`src/rtl/iso7816_pkg.sv`:
```
// Shared ISO7816 definitions: character FSM encoding and line conventions.
// Used by both the transmit and receive cores.
package iso7816_pkg;

    localparam int   CLOCK_PER_BIT_WIDTH = 13;
    localparam logic START_BIT           = 1'b0;
    localparam logic STOP_BIT1           = 1'b1;
    localparam logic STOP_BIT2           = 1'b1;

    typedef enum logic [2:0] {
        IDLE,
        START,
        DATA,
        PARITY,
        STOP1,
        STOP2,
        NAKWAIT
    } txState_t;

endpackage

```
`src/rtl/iso7816_etu_counter.sv`:
```
// ETU timer: counts 0..limit and wraps, with a pulse at the 3/4 point
// used to sample the guard time for a T=0 error signal.
module iso7816_etu_counter #(
    parameter int WIDTH = iso7816_pkg::CLOCK_PER_BIT_WIDTH
) (
    input  logic             clk,
    input  logic             nReset,
    input  logic             enable,
    input  logic             clear,
    input  logic [WIDTH-1:0] limit,
    output logic             wrap,
    output logic             threeQuarter
);

    logic [WIDTH-1:0] count;
    logic [WIDTH+1:0] etuLen;
    logic [WIDTH+1:0] quarterPoint;

    // Two extra bits keep (limit+1)*3 from overflowing.
    assign etuLen       = {2'b00, limit} + (WIDTH+2)'(1);
    assign quarterPoint = ((etuLen << 1) + etuLen) >> 2;

    assign wrap         = enable && (count == limit);
    assign threeQuarter = enable && ({2'b00, count} == quarterPoint);

    always_ff @(posedge clk or negedge nReset) begin
        if (!nReset) begin
            count <= '0;
        end else if (clear) begin
            count <= '0;
        end else if (enable) begin
            count <= wrap ? '0 : count + WIDTH'(1);
        end
    end

endmodule

```
`src/rtl/iso7816_tx_core.sv`:
```
// ISO7816-3 character transmitter: start, 8 data bits LSB first, parity,
// 1 or 2 guard ETUs, with optional T=0 NAK detection and retransmission.
module iso7816_tx_core #(
    parameter int   CLOCK_PER_BIT_WIDTH = iso7816_pkg::CLOCK_PER_BIT_WIDTH,
    parameter logic OUT_POLARITY        = 1'b0,
    parameter logic PARITY_POLARITY     = 1'b0,
    parameter logic START_BIT           = iso7816_pkg::START_BIT,
    parameter logic STOP_BIT1           = iso7816_pkg::STOP_BIT1,
    parameter logic STOP_BIT2           = iso7816_pkg::STOP_BIT2,
    parameter int   MAX_RETRIES         = 3
) (
    input  logic                           clk,
    input  logic                           nReset,
    input  logic [CLOCK_PER_BIT_WIDTH-1:0] clocksPerBit,
    input  logic                           stopBit2,
    input  logic                           errorCheck,
    input  logic [7:0]                     dataIn,
    input  logic                           loadDataIn,
    input  logic                           ackFlags,
    input  logic                           serialIn,
    output logic                           serialOut,
    output logic                           full,
    output logic                           run,
    output logic                           endOfTx,
    output logic                           errorFlag
);

    import iso7816_pkg::*;

    txState_t state, nextState;

    logic [7:0]                     holdReg;
    logic [7:0]                     shiftReg;
    logic [CLOCK_PER_BIT_WIDTH-1:0] cpbReg;
    logic                           stop2Reg;
    logic [2:0]                     bitIdx;
    logic [2:0]                     retryCnt;
    logic                           dropByte;
    logic                           waitHigh;

    logic transfer, loadAccept, advanceBit, clearEtu;
    logic frameDone, nakHit, retry, dropDone, lineLevel;
    logic etuWrap, etuQuarter, lineHigh, lastTry;

    assign run        = (state != IDLE);
    assign lineHigh   = serialIn ^ OUT_POLARITY;
    assign lastTry    = (retryCnt == 3'(MAX_RETRIES));
    assign loadAccept = loadDataIn && (!full || transfer);

    iso7816_etu_counter #(
        .WIDTH(CLOCK_PER_BIT_WIDTH)
    ) etuCounter (
        .clk         (clk),
        .nReset      (nReset),
        .enable      (state != IDLE),
        .clear       (clearEtu),
        .limit       (cpbReg),
        .wrap        (etuWrap),
        .threeQuarter(etuQuarter)
    );

    always_ff @(posedge clk or negedge nReset) begin
        if (!nReset) begin
            state <= IDLE;
        end else begin
            state <= nextState;
        end
    end

    always_comb begin
        nextState  = state;
        transfer   = 1'b0;
        advanceBit = 1'b0;
        clearEtu   = 1'b0;
        frameDone  = 1'b0;
        nakHit     = 1'b0;
        retry      = 1'b0;
        dropDone   = 1'b0;
        lineLevel  = STOP_BIT1;
        unique case (state)
            IDLE: begin
                if (full && !errorFlag) begin
                    nextState = START;
                    transfer  = 1'b1;
                    clearEtu  = 1'b1;
                end
            end
            START: begin
                lineLevel = START_BIT;
                if (etuWrap) nextState = DATA;
            end
            DATA: begin
                lineLevel  = shiftReg[bitIdx];
                advanceBit = etuWrap;
                if (etuWrap && bitIdx == 3'd7) nextState = PARITY;
            end
            PARITY: begin
                lineLevel = ^shiftReg ^ PARITY_POLARITY;
                if (etuWrap) nextState = STOP1;
            end
            STOP1: begin
                if (errorCheck && etuQuarter && !lineHigh) begin
                    nakHit    = 1'b1;
                    clearEtu  = 1'b1;
                    nextState = NAKWAIT;
                end else if (etuWrap) begin
                    if (stop2Reg) begin
                        nextState = STOP2;
                    end else begin
                        nextState = IDLE;
                        frameDone = 1'b1;
                    end
                end
            end
            STOP2: begin
                lineLevel = STOP_BIT2;
                if (etuWrap) begin
                    nextState = IDLE;
                    frameDone = 1'b1;
                end
            end
            NAKWAIT: begin
                // Hold the timer until the card releases the line, then 2 ETUs.
                if (waitHigh) begin
                    clearEtu = 1'b1;
                end else if (etuWrap && bitIdx[0]) begin
                    dropDone  = dropByte;
                    retry     = !dropByte;
                    nextState = dropByte ? IDLE : START;
                end else begin
                    advanceBit = etuWrap;
                end
            end
            default: nextState = IDLE;
        endcase
    end

    always_ff @(posedge clk or negedge nReset) begin
        if (!nReset) begin
            holdReg   <= '0;
            shiftReg  <= '0;
            cpbReg    <= '0;
            stop2Reg  <= 1'b0;
            full      <= 1'b0;
            bitIdx    <= '0;
            retryCnt  <= '0;
            dropByte  <= 1'b0;
            waitHigh  <= 1'b0;
            errorFlag <= 1'b0;
            endOfTx   <= 1'b0;
            serialOut <= STOP_BIT1 ^ OUT_POLARITY;
        end else begin
            serialOut <= lineLevel ^ OUT_POLARITY;
            endOfTx   <= frameDone;
            if (loadAccept) begin
                holdReg <= dataIn;
                full    <= 1'b1;
            end else if (transfer) begin
                full <= 1'b0;
            end
            if (transfer) begin
                shiftReg <= holdReg;
                cpbReg   <= clocksPerBit;
                stop2Reg <= stopBit2;
            end
            if (transfer || nakHit || retry) begin
                bitIdx <= '0;
            end else if (advanceBit) begin
                bitIdx <= bitIdx + 3'd1;
            end
            if (frameDone || dropDone) begin
                retryCnt <= '0;
            end else if (retry) begin
                retryCnt <= retryCnt + 3'd1;
            end
            if (nakHit) begin
                waitHigh <= 1'b1;
                dropByte <= lastTry;
            end else begin
                if (waitHigh && lineHigh) waitHigh <= 1'b0;
                if (dropDone) dropByte <= 1'b0;
            end
            if (nakHit && lastTry) begin
                errorFlag <= 1'b1;
            end else if (ackFlags) begin
                errorFlag <= 1'b0;
            end
        end
    end

endmodule

```
`config.mk`:
```
export PLATFORM = sky130hd
export DESIGN_NAME = iso7816_tx_core
export DESIGN_NICKNAME = d
export VERILOG_FILES = /design/src/rtl/iso7816_pkg.sv /design/src/rtl/iso7816_etu_counter.sv /design/src/rtl/iso7816_tx_core.sv
export SDC_FILE = /design/constraint.sdc
export NUM_CORES = 1
export LEC_CHECK = 0
export ABC_CLOCK_PERIOD_IN_PS = 8290
export CORE_MARGIN = 2
export CORE_UTILIZATION = 45
export CTS_CLUSTER_DIAMETER = 40
export DETAILED_ROUTE_END_ITERATION = 6
export GPL_TIMING_DRIVEN = 0
export SKIP_LAST_GASP = 1
export SLEW_MARGIN = 20
export SYNTH_ARGS = -nofsm -noshare
export SYNTH_HDL_FRONTEND = slang
export SYNTH_SLANG_ARGS = --single-unit
```
`constraint.sdc`:
```
create_clock -name clk -period 8.29 [get_ports clk]
set_clock_uncertainty 0.2 [all_clocks]
set_input_delay 1.658 -clock clk [delete_from_list [all_inputs] [get_ports clk]]
set_output_delay 1.658 -clock clk [all_outputs]
set_load 0.01 [all_outputs]
```
==> Word level (Yosys, flattened, before mapping) <==
Cells that the tools add are included.
{ "totals": {"regBits": 58, "latch_bits": 0, "ram_bits": 0, "romBits": 0, "out_inout_bits": 5, "elab_cells": 117, "memories": 0} }
{ "op_classes": {"add_sub_neg": 5, "n_mul": 0, "div_mod_pow": 0, "magnitude_cmp": 1, "n_eq_ne": 18, "n_shift": 0, "n_mux": 50, "bitwise_logic": 0, "n_reduce_logical": 29} }
{ "op_table": {"columns": ["cell", "count"], "rows": [
  ["two-way mux 3 bit", 14],
  ["two-way mux 13 bit", 3],
  ["two-way mux 1 bit", 27],
  ["equality test 13 bit", 2],
  ["case mux 3 bit (7 select lines)", 1],
  ["adder 15 bit", 1],
  ["adder 13 x 1 -> 14 bit, second input constant", 1],
  ["nonzero test 2 bit", 7],
  ["adder 13 x 1 -> 13 bit, second input constant", 1],
  ["equality test 3 bit, second input constant", 4],
  ["logical AND 1 bit", 10],
  ["equality test 3 x 2 -> 1 bit, second input constant", 3],
  ["!= test 2 bit, second input constant", 4],
  ["AND reduction 8 bit", 1],
  ["parity 8 bit", 1],
  ["adder 3 x 1 -> 3 bit, second input constant", 2],
  ["!= test 2 x 1 -> 1 bit, second input constant", 3],
  ["case mux 1 bit (3 select lines)", 2],
  ["logical NOT 1 bit", 4],
  ["logical OR 1 bit", 4],
  ["less-than comparator 3 x 4 -> 1 bit, second input constant", 1],
  ["case mux 1 bit (2 select lines)", 2],
  ["binary-select mux 1 bit (select 3 bit)", 1],
  ["equality test 3 x 1 -> 1 bit, second input constant", 1],
  ["3 further kinds", 3]
]} }

==> Depth between registers and ports, before layout <==
{ "depth": {"ltp_word": 11, "mapped_depth": 20, "ltp_nobuf": 15} }

==> Cells and area by module <==
Synthesis repeated with hierarchy kept, for this count alone.
{ "unflattened": {"hier_cells": 431, "hier_area_um2": 4192.8} }
{ "modules_own_cells": {"columns": ["module", "instances", "cells_per_inst", "area_per_inst_um2", "seq_area_each_um2"], "rows": [
  ["iso7816_tx_core", 1, 165, 2134.5, 1127.3],
  ["iso7816_etu_counter", 1, 266, 2058.2, 325.3]
]} }

==> Worst setup path after synthesis <==
Ideal clock, no wire load.
{ "synth_timing": {"path_kind": "register to register", "start": "register cpbReg[1]", "end": "register etuCounter.count[10]", "setup_ps": 124, "arrival_ps": 3710, "path_slack_ps": 4256, "path_stages_with_launch": 19, "synth_period_minus_slack_ps": 4034, "path_cell_list": "dfrtp_1 ha_1 clkbuf_1 and3_1 nand3_1 xnor2_1 ha_1 xor2_1 a2bb2oi_1 o311ai_0 nor4_1 o2111ai_1 nor4_1 nand4_1 or3_1 buf_2 buf_6 o211ai_1 nand2_1"} }
{ "synth_between": {"elab_chain_cells": 9} }
{ "synth_rtl": {"columns": ["item", "line", "text"], "rows": [
  ["start: declaration", "iso7816_tx_core.sv:34", "logic [CLOCK_PER_BIT_WIDTH-1:0] cpbReg;"],
  ["start signal: assignment", "iso7816_tx_core.sv:163", "cpbReg <= clocksPerBit;"],
  ["adder 13 x 1 -> 14 bit", "iso7816_etu_counter.sv:20", "assign etuLen = {2'b00, limit} + (WIDTH+2)'(1);"],
  ["adder 15 bit", "iso7816_etu_counter.sv:21", "assign quarterPoint = ((etuLen << 1) + etuLen) >> 2;"],
  ["equality test 13 bit", "iso7816_etu_counter.sv:24", "assign threeQuarter = enable && ({2'b00, count} == quarterPoint);"],
  ["logical AND 1 bit", "iso7816_etu_counter.sv:24", null],
  ["logical AND 1 bit (2 in a row)", "iso7816_tx_core.sv:102", "if (errorCheck && etuQuarter && !lineHigh) begin"],
  ["two-way mux 1 bit", "iso7816_tx_core.sv:102", null],
  ["case mux 1 bit (3 select lines)", "iso7816_tx_core.sv:80", "unique case (state)"],
  ["two-way mux 13 bit or nonzero test 2 bit (tied branches)", null, null],
  ["end signal: assignment", "iso7816_etu_counter.sv:32", "count <= wrap ? '0 : count + WIDTH'(1);"],
  ["end: declaration", "iso7816_etu_counter.sv:15", "logic [WIDTH-1:0] count;"]
]} }
Parallel ways exist; a longest one is shown, timed or not. The select of a mux whose other input is x is not followed.
A chain may end at the register's enable or synchronous reset.

==> Worst setup path in the final report <==
{ "layout_timing": {"start": "register cpbReg[1]", "end": "register etuCounter.count[7]"} }
The elaborated chain is that of the path after synthesis.

==> metrics.yaml <==
outcome: "finished clean"
ios: 33
critical_path_class: "flop to flop"
clk_pin_slew_worst_paths_ns: 0.06
cts_resized: 0
postLayoutCoreUtil: 0.531
slew_violations: 0
portBuffers: 32
cpMaxStageDelayCell: "ha_1"
grt_pass1_wl_mm: 20.9
worstPathCellList: "ha_1, clkbuf_1, and3_1, nand3_1, xnor2_1, ha_1, xor2_1, a2bb2oi_1, o311ai_0, nor4_1, o2111ai_1, nor4_1, nand4_1, or3_1, buf_2, nand2_1, o21ai_0"
fin_ws_ns: 3.25
synth_top_family_by_area: "simple AND/OR/NAND/NOR gates"
nets: 626
hold_path_class: "flop to flop"
yosysTopAreaCell: "dfrtp_1"
synth_edf_count: 0
drtPass1Iterations: 5
ys_seq_area_frac: 0.306
post-cts-setup-buffer-count: 0
worst_slew_pin_slew_ns: 0.746
grt_setup_unrepaired: "no"
critical_path_buf_inv_count: 2
synthTopCellsByArea: "dfrtp_1 (30%), mux2_2 (7.6%), xnor2_1 (5.7%)"
clock-sinks: 58
slowest_delay_ns: 0.43
ys_ff_latch: 58
fp.dieArea_mm2: 0.0114
totalWireLength_mm: 12.4
ys_async_sr_fraction: 1.00
cp_top_family: "simple AND/OR/NAND/NOR gates"
yosysTopAreaCellShare: 0.300
max_slew_margin: 0.499
antenna_cells: 0
first_global_vias: 4042
die_y_um: 107
cts_tree: "built"
ys.flop_type: "dfrtp_1"
final.min_clock_period_ns: 5.04
syn_inst: 535
dp_hpwl_mm: 9.53
grt_overflow: 0
start_util: 0.462
drc: 0
final.setup.tns_ns: 0
antenna_found_initial: 0
cts_hold_repair.buffers: 0
drive_gt1_frac: 0.137
netlist_area_mm2: 0.00475
synth_xor_area_frac: 0.0959
wl_per_cell_um: 17.3
grt_usage: 0.231
ir_worst_vdd_uv: 119
clk_latency_ns: 0.34
syn_avg_cell_area_um2: 8.88
numCtsBuffers: 9
arrival_ns: 5.05
finalHoldViolCount: 0
syn-num-nets: 582
grt_max_degree: 47
worst_hold_slack_ns: 0.304
timing.fmax_mhz: 198
viasPerCell: 5.89
routed-via-count: 4243
yosysWarnings: 0
yosys.area_share.simple: 0.234
finalPower_mw: 1.09
rows: 37
die_w_um: 107
pre_cts_slack_ns: 3.36
cp-start-kind: "flop"
area_growth_pct: 14.9
core-area_mm2: 0.0103
synth-adder-area-share: 0.0501
worstPathRequired_ns: 8.30
crit_fanout: 10
cts-root-buf: "clkbuf_8"
synth_mux_area_frac: 0.102
leakage_nw: 2.24
place_congestion: 0.915
fin_crit_sh: 0.608
drt_iter0_drc: 236
cap_violations: 0
cts_buffer_depth: 2
critPathCaptureType: "flop"
final_antenna_net_count: 0
htreeDepth: 3
setup_viol: 0
fillers: 1014
synth-compound-area-share: 0.157
pwr_density_cell_mw_per_mm2: 199
synth.distinct_cells: 74
[layout by cell type (no fill, tap or decap), types with 5 or more instances in the layout]
cell,instances
dfrtp_1,57
nand2_1,55
mux2_2,32
xnor2_1,31
a21oi_1,31
clkdlybuf4s50_1,31
nor2_1,25
xor2_1,21
clkbuf_1,19
ha_1,19
o21ai_0,18
inv_1,16
nor4_1,15
and3_1,14
nand3_1,14
nand4_1,13
o211ai_1,13
nor3_1,10
nand2b_1,10
nor2b_1,10
clkbuf_8,9
mux2i_1,8
buf_4,7
and2_1,7
nor3b_1,7
a211oi_1,6
buf_2,5
[synth_stat cells (all sizes together), types with 3 or more instances]
library cell / number
o22ai: 3
mux2: 32
buf: 16
xor2: 21
o21ai: 19
nand4: 14
a21oi: 31
o21a: 3
nor3: 10
dfrtp: 57
o2111ai: 3
nor3b: 7
a311oi: 3
xnor2: 31
nor4: 16
nor2b: 10
and2: 7
nand2: 55
ha: 19
o211ai: 13
nor2: 25
clkbuf: 20
inv: 16
nand2b: 10
a211oi: 6
nand3: 14
and3: 15
mux2i: 8
[path summary, 6_finish.rpt]
kind / start / end / slack [ns] / depth (start not counted)
setup / recovery: cpbReg[1]$_DFFE_PN0P_ / etuCounter.count[7]$_DFFE_PN0P_ / 3.25 / 17
hold / removal: holdReg[4]$_DFFE_PN0P_ / shiftReg[4]$_DFFE_PN0P_ / 0.30 / 1
setup reg to reg: cpbReg[1]$_DFFE_PN0P_ / etuCounter.count[7]$_DFFE_PN0P_ / 3.25 / 17
hold reg to reg: holdReg[4]$_DFFE_PN0P_ / shiftReg[4]$_DFFE_PN0P_ / 0.30 / 1
max in group asynchronous: nReset / serialOut$_DFF_PN1_ / 6.39 / 2
min in group asynchronous: nReset / cpbReg[6]$_DFFE_PN0P_ / 0.97 / 1
[worst reg2reg max path, stage by stage (launching register included)]
cell and delay [ns]:
dfrtp_1 0.38, ha_1 0.32, clkbuf_1 0.40, and3_1 0.31, nand3_1 0.11, xnor2_1 0.20
ha_1 0.43, xor2_1 0.35, a2bb2oi_1 0.20, o311ai_0 0.15, nor4_1 0.36, o2111ai_1 0.22
nor4_1 0.28, nand4_1 0.15, or3_1 0.36, buf_2 0.16, nand2_1 0.20, o21ai_0 0.13
[state kept, by name, summed over array words and instances, names as in the netlist]
signal,cells
waitHigh,1
dropByte,1
bitIdx,3
state,3
retryCnt,3
serialOut,1
stop2Reg,1
holdReg,8
endOfTx,1
full,1
etuCounter.count,13
cpbReg,13
shiftReg,8
errorFlag,1
[stage by stage]
stage          cell area [um^2]  cells
2_1_floorplan              4750    535
3_3_place_gp               5240    703
4_1_cts                    5460    720
5_1_grt                    5460    720
6_report                   5460    720
3_5_place_dp               5270    704
[logic make-up (layout without fill, tap and decap cells)]
kind of cell               Yosys count  after routing
and+or+nand+nor                    202            202
AOI/OAI and AO/OA                  110            110
DFF                                 58             58
xor gates and xnor gates            52             52
buffers and inverters               52            101
muxes                               42             42
adders and majority gates           19             19
[where the power goes]
| part | total (mW) | leakage [nW] | internal, mW | switching [mW] |
|---|---|---|---|---|
| Clock | 0.258 | 0.0990 | 0.138 | 0.120 |
| Sequential | 0.361 | 0.714 | 0.324 | 0.0375 |
| Combinational | 0.467 | 1.43 | 0.198 | 0.269 |
[final cells by class]
class                      count  area (um^2)  share of cell area
buffer                        36          198              0.0362
inverter                      16         60.1              0.0110
sequential                    58         1450               0.266
multi-input combinational    425         3040               0.557
tap                          136          170              0.0312
timing repair buffer          33          345              0.0633
clock inverter                 7         70.1              0.0128
clock buffer                   9          124              0.0227
[per-layer routing]
| metal | GRT usage | up-vias | wire [um] |
|---|---|---|---|
| met5 | 0 | - | 0 |
| met4 | 0.0751 | 0 | 254 |
| met3 | 0.0353 | 22 | 647 |
| met2 | 0.370 | 144 | 5780 |
| met1 | 0.321 | 2026 | 5740 |
| li1 | - | 2051 | - |
(Power assumes the default switching activity.)
